`src/rtl/seg7_scan_controller_pkg.sv`:
```
// Shared 7-segment encoding for display clients.
// Segment byte order: bit7 = a, bit6 = b, ... bit1 = g, bit0 = h (dp); all active-low.
package seg7_scan_controller_pkg;

   localparam logic [7:0] SEG_BLANK = 8'hFF;

   localparam int SEG_BIT_A  = 7;
   localparam int SEG_BIT_B  = 6;
   localparam int SEG_BIT_C  = 5;
   localparam int SEG_BIT_D  = 4;
   localparam int SEG_BIT_E  = 3;
   localparam int SEG_BIT_F  = 2;
   localparam int SEG_BIT_G  = 1;
   localparam int SEG_BIT_DP = 0;

   // Active-low abcdefg patterns, indexed by hex nibble value.
   localparam logic [15:0][6:0] SEG_HEX = {
      7'b0111000,  // F
      7'b0110000,  // E
      7'b1000010,  // d
      7'b0110001,  // C
      7'b1100000,  // b
      7'b0001000,  // A
      7'b0000100,  // 9
      7'b0000000,  // 8
      7'b0001111,  // 7
      7'b0100000,  // 6
      7'b0100100,  // 5
      7'b1001100,  // 4
      7'b0000110,  // 3
      7'b0010010,  // 2
      7'b1001111,  // 1
      7'b0000001   // 0
   };

   // Build the full segment byte from a pattern and a lit-high decimal point.
   function automatic logic [7:0] seg_pack(input logic [6:0] abcdefg, input logic dp_lit);
      return {abcdefg, ~dp_lit};
   endfunction

endpackage

```
`src/rtl/seg7_scan_controller_if.sv`:
```
// Producer-side valid/ready bus carrying new display contents.
interface seg7_scan_controller_if #(
   parameter int N_DIGITS = 8
);
   logic                  in_valid;
   logic                  in_ready;
   logic [4*N_DIGITS-1:0] in_value;
   logic [N_DIGITS-1:0]   in_dots;
   logic [N_DIGITS-1:0]   in_enable;

   modport master (
      output in_valid, in_value, in_dots, in_enable,
      input  in_ready
   );

   modport slave (
      input  in_valid, in_value, in_dots, in_enable,
      output in_ready
   );
endinterface

```
`src/rtl/seg7_hex_decode.sv`:
```
// Combinational hex nibble to active-low abcdefg pattern.
module seg7_hex_decode
   import seg7_scan_controller_pkg::*;
(
   input  logic [3:0] nibble,
   output logic [6:0] seg
);

   // Table lookup into the shared pattern set.
   assign seg = SEG_HEX[nibble];

endmodule

```
`src/rtl/seg7_scan_controller.sv`:
```
// Time-multiplexed 8-digit common-anode 7-segment scanner with a
// double-buffered input: new contents are staged through valid/ready and
// only copied to the display registers at the frame boundary.
// Optional build macro: SEG7_LEADING_ZERO_BLANK_EN (blank leading zeros at commit).
module seg7_scan_controller
   import seg7_scan_controller_pkg::*;
#(
   parameter int N_DIGITS     = 8,
   parameter int SCAN_DIV     = 50000,
   parameter int BLANK_CYCLES = 500
) (
   input  logic                  clk,
   input  logic                  rst_n,
   seg7_scan_controller_if.slave in_if,
   output logic [7:0]            abcdefgh,
   output logic [N_DIGITS-1:0]   digit,
   output logic                  frame_start
);

   localparam int DIV_W = (SCAN_DIV > 1) ? $clog2(SCAN_DIV) : 1;
   localparam int IDX_W = (N_DIGITS > 1) ? $clog2(N_DIGITS) : 1;

   localparam logic [DIV_W-1:0] DIV_LAST  = DIV_W'(SCAN_DIV - 1);
   localparam logic [DIV_W-1:0] BLANK_END = DIV_W'(BLANK_CYCLES);
   localparam logic [IDX_W-1:0] IDX_LAST  = IDX_W'(N_DIGITS - 1);

   logic [DIV_W-1:0]               div_cnt;
   logic [IDX_W-1:0]               idx;
   logic                           pending;

   logic [N_DIGITS-1:0][3:0]       stg_value;
   logic [N_DIGITS-1:0]            stg_dots;
   logic [N_DIGITS-1:0]            stg_enable;

   logic [N_DIGITS-1:0][3:0]       dsp_value;
   logic [N_DIGITS-1:0]            dsp_dots;
   logic [N_DIGITS-1:0]            dsp_enable;

   logic                           tick;
   logic                           boundary;
   logic                           accept;
   logic [N_DIGITS-1:0]            eff_enable;
   logic [3:0]                     cur_nibble;
   logic [6:0]                     cur_seg;
   logic                           digit_on;
   logic [N_DIGITS-1:0]            sel_oh;

   assign tick     = (div_cnt == DIV_LAST);
   assign boundary = tick && (idx == IDX_LAST);
   assign accept   = in_if.in_valid && !pending;

   assign in_if.in_ready = ~pending;

`ifdef SEG7_LEADING_ZERO_BLANK_EN
   logic [N_DIGITS-1:0] lz_keep;
   logic                lz_seen;

   // A digit stays shown if it or any higher digit has a nonzero nibble or a lit dot.
   always_comb begin
      lz_keep = '0;
      lz_seen = 1'b0;
      for (int i = N_DIGITS - 1; i >= 0; i--) begin
         lz_seen    = lz_seen | (|stg_value[i]) | stg_dots[i];
         lz_keep[i] = lz_seen;
      end
      lz_keep[0] = 1'b1;
   end

   assign eff_enable = stg_enable & lz_keep;
`else
   assign eff_enable = stg_enable;
`endif

   // Slot timer and digit index; the N_DIGITS-1 -> 0 wrap is the frame boundary.
   always_ff @(posedge clk or negedge rst_n) begin
      if (!rst_n) begin
         div_cnt <= '0;
         idx     <= '0;
      end else if (tick) begin
         div_cnt <= '0;
         idx     <= (idx == IDX_LAST) ? '0 : idx + IDX_W'(1);
      end else begin
         div_cnt <= div_cnt + DIV_W'(1);
      end
   end

   // Staging buffer fill on handshake, commit to display only at the frame boundary.
   always_ff @(posedge clk or negedge rst_n) begin
      if (!rst_n) begin
         pending    <= 1'b0;
         stg_value  <= '0;
         stg_dots   <= '0;
         stg_enable <= '0;
         dsp_value  <= '0;
         dsp_dots   <= '0;
         dsp_enable <= '0;
      end else begin
         if (accept) begin
            stg_value  <= in_if.in_value;
            stg_dots   <= in_if.in_dots;
            stg_enable <= in_if.in_enable;
         end
         // A commit always uses what was staged before this edge, so an accept
         // landing on the boundary waits a full frame rather than bypassing.
         if (boundary && pending) begin
            dsp_value  <= stg_value;
            dsp_dots   <= stg_dots;
            dsp_enable <= eff_enable;
            pending    <= 1'b0;
         end else if (accept) begin
            pending    <= 1'b1;
         end
      end
   end

   assign cur_nibble = dsp_value[idx];
   assign digit_on   = (div_cnt >= BLANK_END) && dsp_enable[idx];

   // One-hot select of the digit currently being scanned.
   always_comb begin
      sel_oh      = '0;
      sel_oh[idx] = 1'b1;
   end

   seg7_hex_decode u_hex_decode (
      .nibble (cur_nibble),
      .seg    (cur_seg)
   );

   // Registered pin drive, one cycle behind the slot timer.
   always_ff @(posedge clk or negedge rst_n) begin
      if (!rst_n) begin
         abcdefgh    <= SEG_BLANK;
         digit       <= '1;
         frame_start <= 1'b0;
      end else begin
         frame_start <= boundary;
         if (digit_on) begin
            abcdefgh <= seg_pack(cur_seg, dsp_dots[idx]);
            digit    <= ~sel_oh;
         end else begin
            abcdefgh <= SEG_BLANK;
            digit    <= '1;
         end
      end
   end

endmodule

```
`src/flat_wrapper.sv`:
```
// flat-port wrapper written by rule: the top's interface ports become plain ports
module seg7_scan_controller_flat import seg7_scan_controller_pkg::*;
#(
   parameter int N_DIGITS     = 8,
   parameter int SCAN_DIV     = 50000,
   parameter int BLANK_CYCLES = 500
)
  (clk, rst_n, abcdefgh, digit, frame_start, in_if_in_valid, in_if_in_value, in_if_in_dots, in_if_in_enable, in_if_in_ready);
  seg7_scan_controller_if #(.N_DIGITS(N_DIGITS)) in_if_i ();
  input  logic clk;
  input  logic rst_n;
  output logic [7:0] abcdefgh;
  output logic [N_DIGITS-1:0] digit;
  output logic frame_start;
  input wire logic [$bits(in_if_i.in_valid)-1:0] in_if_in_valid;
  input wire logic [$bits(in_if_i.in_value)-1:0] in_if_in_value;
  input wire logic [$bits(in_if_i.in_dots)-1:0] in_if_in_dots;
  input wire logic [$bits(in_if_i.in_enable)-1:0] in_if_in_enable;
  output wire logic [$bits(in_if_i.in_ready)-1:0] in_if_in_ready;
  assign in_if_i.in_valid = in_if_in_valid;
  assign in_if_i.in_value = in_if_in_value;
  assign in_if_i.in_dots = in_if_in_dots;
  assign in_if_i.in_enable = in_if_in_enable;
  assign in_if_in_ready = in_if_i.in_ready;
  seg7_scan_controller #(.N_DIGITS(N_DIGITS), .SCAN_DIV(SCAN_DIV), .BLANK_CYCLES(BLANK_CYCLES)) u_core (.clk(clk), .rst_n(rst_n), .in_if(in_if_i), .abcdefgh(abcdefgh), .digit(digit), .frame_start(frame_start));
endmodule
```
`config.mk`:
```
export PLATFORM = sky130hd
export DESIGN_NAME = seg7_scan_controller_flat
export DESIGN_NICKNAME = d
export VERILOG_FILES = /design/src/rtl/seg7_scan_controller_pkg.sv /design/src/rtl/seg7_scan_controller_if.sv /design/src/rtl/seg7_hex_decode.sv /design/src/rtl/seg7_scan_controller.sv /design/src/flat_wrapper.sv
export SDC_FILE = /design/constraint.sdc
export NUM_CORES = 1
export LEC_CHECK = 0
export CORE_MARGIN = 2
export CORE_UTILIZATION = 45
export CTS_CLUSTER_SIZE = 14
export DETAILED_ROUTE_END_ITERATION = 8
export GPL_ROUTABILITY_DRIVEN = 0
export GPL_TIMING_DRIVEN = 0
export PLACE_DENSITY = 0.65
export SLEW_MARGIN = 20
export SYNTH_ARGS = -nofsm -noshare
export SYNTH_HDL_FRONTEND = slang
export SYNTH_SLANG_ARGS = --single-unit
```
`constraint.sdc`:
```
create_clock -name clk -period 4.3 [get_ports clk]
set_clock_uncertainty 0.1 [all_clocks]
set_input_delay 1.29 -clock clk [delete_from_list [all_inputs] [get_ports clk]]
set_output_delay 1.29 -clock clk [all_outputs]
set_load 0.005 [all_outputs]
```
==> impl_metrics.tcl, run 1 <==
set metrics [dict create \
    cts_setup_buffers 0 \
    synth_compound_area_share_pct 2.85 \
    drive_gt1_share_pct 34.7 \
    synth_top_area_share_pct 51.0 \
    syn-num-nets 459 \
    yosys_warnings 0 \
    yosys.cell_types.count 47 \
    avgRoutedWirePerCell_um 15.6 \
    coreArea_um2 12500 \
    fillCellCount 1083 \
    num_antenna_cells 0 \
    min_path_type "reg -> reg" \
    finalSetupViolations 0 \
    cpPeakStageDelay_ns 0.50 \
    grt_pass1_wl_um 17600 \
    io_pins 69 \
    io_buffer_count 68 \
    fin_cells 670 \
    synth_top_family_by_area "multiplexers" \
    antenna_found_initial 0 \
    criticalPathCategory "in -> reg" \
    cts_root_buffer "clkbuf_16" \
    cts.htree.levels 4 \
    cts_tree "built" \
    peakVddDrop_v 0.000302 \
    worstHoldStart "u_core.stg_value[13]" \
    area_growth_pct 24.8 \
    hold_ws_ns 0.398 \
    synth_xor_area_share_pct 2.13 \
    finalPower_mw 2.69 \
    cp_slowest_cell "buf_1" \
    synth_edf_count 0 \
    worst_pin_slew_ns 0.665 \
    synthesis.area_um2 5740 \
    row_count 41 \
    drt_first_iter_violations 120 \
    cts_hold_buf 0 \
    clk_latency_ns 0.41 \
    finalCriticalPeriod_ns 3.03 \
    rsz0062_at_grt "no" \
    synthFlopType "dfrtp_1" \
    drt_first_pass_iters 4 \
    dr_total_vias 3363 \
    yosys.area_share.simple_pct 6.84 \
    slew_viol_final 0 \
    cp.arrival_ns 3.22 \
    num-nets-final 547 \
    syn_inst 398 \
    hpwlAfterDp_um 7240 \
    reg2reg_depth 9 \
    die_w_um 117 \
    grt_pass1_vias 3385 \
    crit_path_start "in_if_in_valid" \
    muxShareOfSynthArea_pct 25.1 \
    synth_area_leaders "dfrtp_1 (51%), mux2_2 (17%), dfstp_2 (7.3%)" \
    dp_slack_ns 0.805 \
    track_usage_pct 17.2 \
    crit_chain "clkdlybuf4s50_1 -> nor2b_1 -> buf_1 -> buf_2 -> mux2_2" \
    p_leak_nw 3.25 \
    required_ns 4.50 \
    crit_family "buffers and inverters" \
    end_kind "flop" \
    max_freq_mhz 330 \
    cts_buffers 17 \
    final.setup.worst_slack_ns 1.27 \
    final_core_util_pct 57.3 \
    hold_violations 0 \
    critPathBufInv 3 \
    p_per_area_nw_per_um2 376 \
    r2r_start "u_core.idx[1]" \
    synth-async-reset-ratio_pct 100 \
    drc 0 \
    vias_per_cell 5.02 \
    drtAntennaViolNets 0 \
    overflow 0 \
    clkTransAtPathRegs_ns 0.05 \
    crit_path_start_kind "input port" \
    seq_area_frac_synth_pct 58.3 \
    path_depth 5 \
    crit_fanout 10 \
    placedCellCount 639 \
    holdPathStages 1 \
    synthAdderAreaFrac_pct 2.18 \
    dieArea_um2 13700 \
    cts.sinks 133 \
    status "finished clean" \
    cts_resized 0 \
    grt_max_degree 107 \
    die_height_um 117 \
    drt_wl_total_um 10500 \
    syn_area_per_cell_um2 14.4 \
    clockBufferDepth 2 \
    relSlewSlack_pct 55.6 \
    maxCapViolations 0 \
    synth_seq_cells 133 \
    fin_crit_sh_pct 70.4 \
    synth_top_cell_by_area "dfrtp_1" \
    start_util_pct 45.9 \
]
[metrics by stage]
stage                     TNS [ns]  instance area (µm²)
after floorplan                  0                 5740
after global placement     -391.67                 6640
after detailed placement         0                 6670
after CTS                        0                 7170
after global routing             0                 7170
final                            0                 7170
[layout make-up]
cell class	count	area, µm²	share of cell area (%)
well taps	172	215	3.00
clock buffers	25	465	6.49
repair buffers	69	713	9.95
plain buffers	19	119	1.66
flip-flops and latches	133	3350	46.7
clock inverters	6	30.0	0.419
inverters	8	30.0	0.419
multi-input cells	238	2250	31.3
[routing by layer]
metal	global-route usage (%)	wire length, µm	vias up
li1	-	-	1581
met1	22.5	4900	1701
met2	27.4	5030	69
met3	5.72	386	12
met4	5.65	136	0
met5	0	0	-
[synth_stat cells (2+ instances only)]
| master | count |
|---|---|
| mux4_2 | 10 |
| o211ai_1 | 5 |
| nand3_1 | 10 |
| nand4_1 | 3 |
| and2_1 | 5 |
| nor2_1 | 14 |
| mux2_4 | 10 |
| mux2_2 | 88 |
| nor3_1 | 3 |
| buf_1 | 4 |
| xnor2_1 | 6 |
| buf_4 | 2 |
| inv_1 | 7 |
| o21ai_0 | 6 |
| nand2_1 | 25 |
| mux2i_1 | 4 |
| xor2_1 | 8 |
| nor2b_1 | 3 |
| dfstp_2 | 16 |
| buf_6 | 4 |
| ha_1 | 10 |
| a21oi_1 | 2 |
| dfrtp_1 | 117 |
| buf_2 | 8 |
| and3_1 | 4 |
| nand3b_1 | 2 |
| nor4_1 | 2 |
[where the power goes]
group	switching (mW)	internal [mW]	total [mW]	leakage (nW)
clock	0.484	0.740	1.22	0.248
combinational	0.0427	0.0848	0.128	1.31
sequential	0.0302	1.31	1.34	1.69
[logic make-up (layout without fill, tap and decap cells)]
logic type | after synthesis | in the layout
AOI/OAI and AO/OA | 23 | 23
adders and majority gates | 10 | 10
xor gates and xnor gates | 14 | 14
and+or+nand+nor | 77 | 77
muxes | 114 | 114
buffers and inverters | 27 | 127
DFF | 133 | 133
[worst reg2reg max path: stages, from the launching register on]
cell and delay (ns):
dfrtp_1 0.43, buf_4 0.24, buf_2 0.30, mux4_2 0.37, mux2i_2 0.39, inv_1 0.12
ha_1 0.27, nand2_1 0.10, o21ai_0 0.10, a31o_1 0.22
[worst paths after layout]
| path | endpoint | slack (ns) |
|---|---|---|
| max | u_core.stg_value[12] | 1.27 |
| min | u_core.dsp_value[13] | 0.40 |
| max reg2reg | u_core.abcdefgh[3] | 1.58 |
| min reg2reg | u_core.dsp_value[13] | 0.40 |
| max in group asynchronous | u_core.abcdefgh[4] | 2.70 |
| min in group asynchronous | u_core.eff_enable[1] | 0.61 |
[state kept, by name, indices dropped and copies added (netlist names)]
register and cells:
u_core.abcdefgh 8, u_core.digit 8, u_core.div_cnt 16, u_core.dsp_dots 8, u_core.dsp_enable 8, u_core.dsp_value 32
u_core.eff_enable 8, u_core.frame_start 1, u_core.idx 3, u_core.pending 1, u_core.stg_dots 8, u_core.stg_value 32
[placed cells by master, fill, tap and decap left out, types with 2 or more instances in the layout]
| cell type | instances |
|---|---|
| mux2i_1 | 4 |
| buf_4 | 2 |
| mux4_2 | 10 |
| clkinv_2 | 6 |
| dfstp_2 | 16 |
| clkdlybuf4s50_1 | 67 |
| nand3b_1 | 2 |
| xor2_1 | 8 |
| and3_1 | 4 |
| nor3_1 | 3 |
| buf_2 | 8 |
| nand4_1 | 3 |
| and2_1 | 5 |
| o21ai_0 | 6 |
| clkbuf_1 | 8 |
| ha_1 | 10 |
| buf_6 | 4 |
| nand2_1 | 25 |
| nor4_1 | 2 |
| nand3_1 | 10 |
| mux2_2 | 88 |
| buf_1 | 4 |
| inv_1 | 7 |
| mux2_4 | 10 |
| a21oi_1 | 2 |
| o211ai_1 | 5 |
| nor2b_1 | 3 |
| nor2_1 | 14 |
| xnor2_1 | 6 |
| clkbuf_16 | 17 |
| dfrtp_1 | 117 |
Power figures use the tool's default switching activity.
==> inputs of run 2 (changes only) <==
==> constraint.sdc (replaced) <==
create_clock -name clk -period 3.1 [get_ports clk]
set_clock_uncertainty 0.1 [all_clocks]
set_input_delay 0.93 -clock clk [delete_from_list [all_inputs] [get_ports clk]]
set_output_delay 0.93 -clock clk [all_outputs]
set_load 0.005 [all_outputs]
==> results of run 2 <==
The final DEF is identical to that of run 1. Status: finished clean.
Among the figures that moved: setup slack after placement 0.805 ns -> -0.0352 ns; setup slack after layout 1.27 ns -> 0.384 ns; hold slack 0.398 ns -> 0.252 ns; start point of the critical path in_if_in_valid -> u_core.idx[1]; end point of the critical path u_core.stg_value[12] -> u_core.abcdefgh[3]; register-to-register setup slack 1.58 ns -> 0.38 ns; total power 2.69 mW -> 3.74 mW; worst IR drop on VDD 0.000302 V -> 0.000419 V
==> inputs of run 3 (changes only) <==
--- a/config.mk
+++ b/config.mk
@@ -12,6 +12,7 @@
 export GPL_ROUTABILITY_DRIVEN = 0
 export GPL_TIMING_DRIVEN = 0
 export PLACE_DENSITY = 0.65
+export RECOVER_POWER = 50
 export SLEW_MARGIN = 20
 export SYNTH_ARGS = -nofsm -noshare
 export SYNTH_HDL_FRONTEND = slang
==> run 3 against run 2 <==
Sequential share of layout area is 0.20 points higher; power is 0.14% lower; flip-flop and latch count stayed put; core utilization is 0.25 points lower; sequential power hardly changed; largest cell class unchanged; highest routed layer unchanged.
==> impl_metrics.tcl, run 3 (same netlist as run 1, synthesis figures left out) <==
set metrics [dict create \
    status "finished clean" \
    clockBufferDepth 2 \
    dp_slack_ns -0.0352 \
    drc 0 \
    power_frac_clock_pct 45.5 \
    p_per_area_nw_per_um2 523 \
    drtAntennaViolNets 0 \
    cts_resized 0 \
    clkTransAtPathRegs_ns 0.05 \
    cpPeakStageDelay_ns 0.43 \
    grt_use_met3_pct 5.72 \
    finalSetupViolations 0 \
    cts_buffers 17 \
    use_met1_pct 22.5 \
    die_height_um 117 \
    drt_first_iter_violations 116 \
    grt_pass1_vias 3385 \
    crit_chain "buf_4 -> buf_2 -> mux4_2 -> mux2i_2 -> inv_1 -> ha_1 -> nand2_1 -> o21ai_0 -> a31o_1" \
    design_area_um2 7140 \
    end_kind "flop" \
    p_comb_share_pct 4.6 \
    area_growth_pct 24.2 \
    grt_pass1_wl_um 17600 \
    criticalPathCategory "reg -> reg" \
    num-nets-final 547 \
    use_met2_pct 27.4 \
    grt_max_degree 107 \
    cts.htree.levels 4 \
    power_switching_mw 0.771 \
    rsz0062_at_grt "no" \
    fin_tns_setup_ns 0 \
    p_leak_nw 3.23 \
    track_usage_pct 17.2 \
    placed_area_um2 6670 \
    finalCriticalPeriod_ns 2.72 \
    seqPwrFrac_pct 49.9 \
    hold_violations 0 \
    drive_gt1_share_pct 34.3 \
    start_util_pct 45.9 \
    cts_root_buffer "clkbuf_16" \
    clk_latency_ns 0.41 \
    io_buffer_count 68 \
    p_int_mw 2.96 \
    antenna_found_initial 0 \
    cts_tree "built" \
    hpwlAfterDp_um 7240 \
    fin_crit_sh_pct 87.7 \
    layout_commonest_cell "dfrtp_1" \
    overflow 0 \
    min_path_type "reg -> reg" \
    relSlewSlack_pct 3.59 \
    dr_total_vias 3356 \
    slew_viol_final 0 \
    maxCapViolations 0 \
    coreArea_um2 12500 \
    peakVddDrop_v 0.000419 \
    final_cell_mix "dfrtp_1 (117), mux2_2 (88), clkdlybuf4s50_1 (67), nand2_1 (25), clkbuf_16 (17)" \
    cts.sinks 133 \
    drt_first_pass_iters 4 \
    avgRoutedWirePerCell_um 15.6 \
    row_count 41 \
    required_ns 3.34 \
    sw_frac_of_total_pct 20.7 \
    crit_path_start_kind "flop" \
    critPathBufInv 3 \
    crit_fanout 10 \
    worst_pin_slew_ns 1.45 \
    dieArea_um2 13700 \
    cts_setup_buffers 0 \
    grt-busiest-layer "met2" \
    crit_family "multiplexers" \
    top_regs "u_core.dsp_value x32, u_core.stg_value x32, u_core.div_cnt x16" \
    cts_hold_buf 0 \
    cp.arrival_ns 2.96 \
    final.setup.worst_slack_ns 0.382 \
    vias_per_cell 5.01 \
    max_freq_mhz 368 \
    final_core_util_pct 57.0 \
    cp_slowest_cell "dfrtp_1" \
    drt_wl_total_um 10500 \
    num_antenna_cells 0 \
    io_pins 69 \
    die_w_um 117 \
]
## run 3: cell count changes in the layout (fill, tap and decap cells not counted), sizes merged
cell and change:
clkbuf +2, buf -2
## run 3: metrics by stage
step                hold WS [ns]  std cells  power, mW
floorplan                  0.374        398       1.95
global placement           0.383        638       2.06
detailed placement         0.388        639       2.07
CTS                        0.245        670       3.79
global route               0.410        670       3.90
finish                     0.398        670       3.73
## run 3: worst paths after layout
check                                           from                    to  slack [ns]  depth (start not counted)
worst max-delay path                   u_core.idx[1]    u_core.abcdefgh[3]        0.38                          9
worst min-delay path            u_core.stg_value[13]  u_core.dsp_value[13]        0.40                          1
worst max register to register         u_core.idx[1]    u_core.abcdefgh[3]        0.38                          9
worst min register to register  u_core.stg_value[13]  u_core.dsp_value[13]        0.40                          1
max in group asynchronous                      rst_n   u_core.dsp_value[1]        0.55                          2
min in group asynchronous                      rst_n  u_core.eff_enable[1]        0.75                          1
## run 3: final cells by class
| type | count | area [µm²] |
|---|---|---|
| Buffer | 19 | 115 |
| Multi-Input combinational cell | 238 | 2250 |
| Clock inverter | 6 | 30.0 |
| Timing Repair Buffer | 69 | 686 |
| Fill cell | 1085 | 5380 |
| Sequential cell | 133 | 3350 |
| Tap cell | 172 | 215 |
| Clock buffer | 25 | 465 |
| Inverter | 8 | 30.0 |
## run 3: routing by layer
| layer | vias up | part of all wire [%] |
|---|---|---|
| met2 | 69 | 48 |
| met1 | 1695 | 46 |
| li1 | 1580 | - |
| met4 | 0 | 1.4 |
| met3 | 12 | 4.1 |
| met5 | - | 0 |
## run 3: power groups by stage
stage               clock network [mW]  registers, mW  logic, mW
floorplan                            0           1.88     0.0716
global placement                     0           1.89      0.171
detailed placement                   0           1.89      0.182
CTS                               1.74           1.86      0.182
global route                      1.84           1.87      0.191
finish                            1.70           1.86      0.173
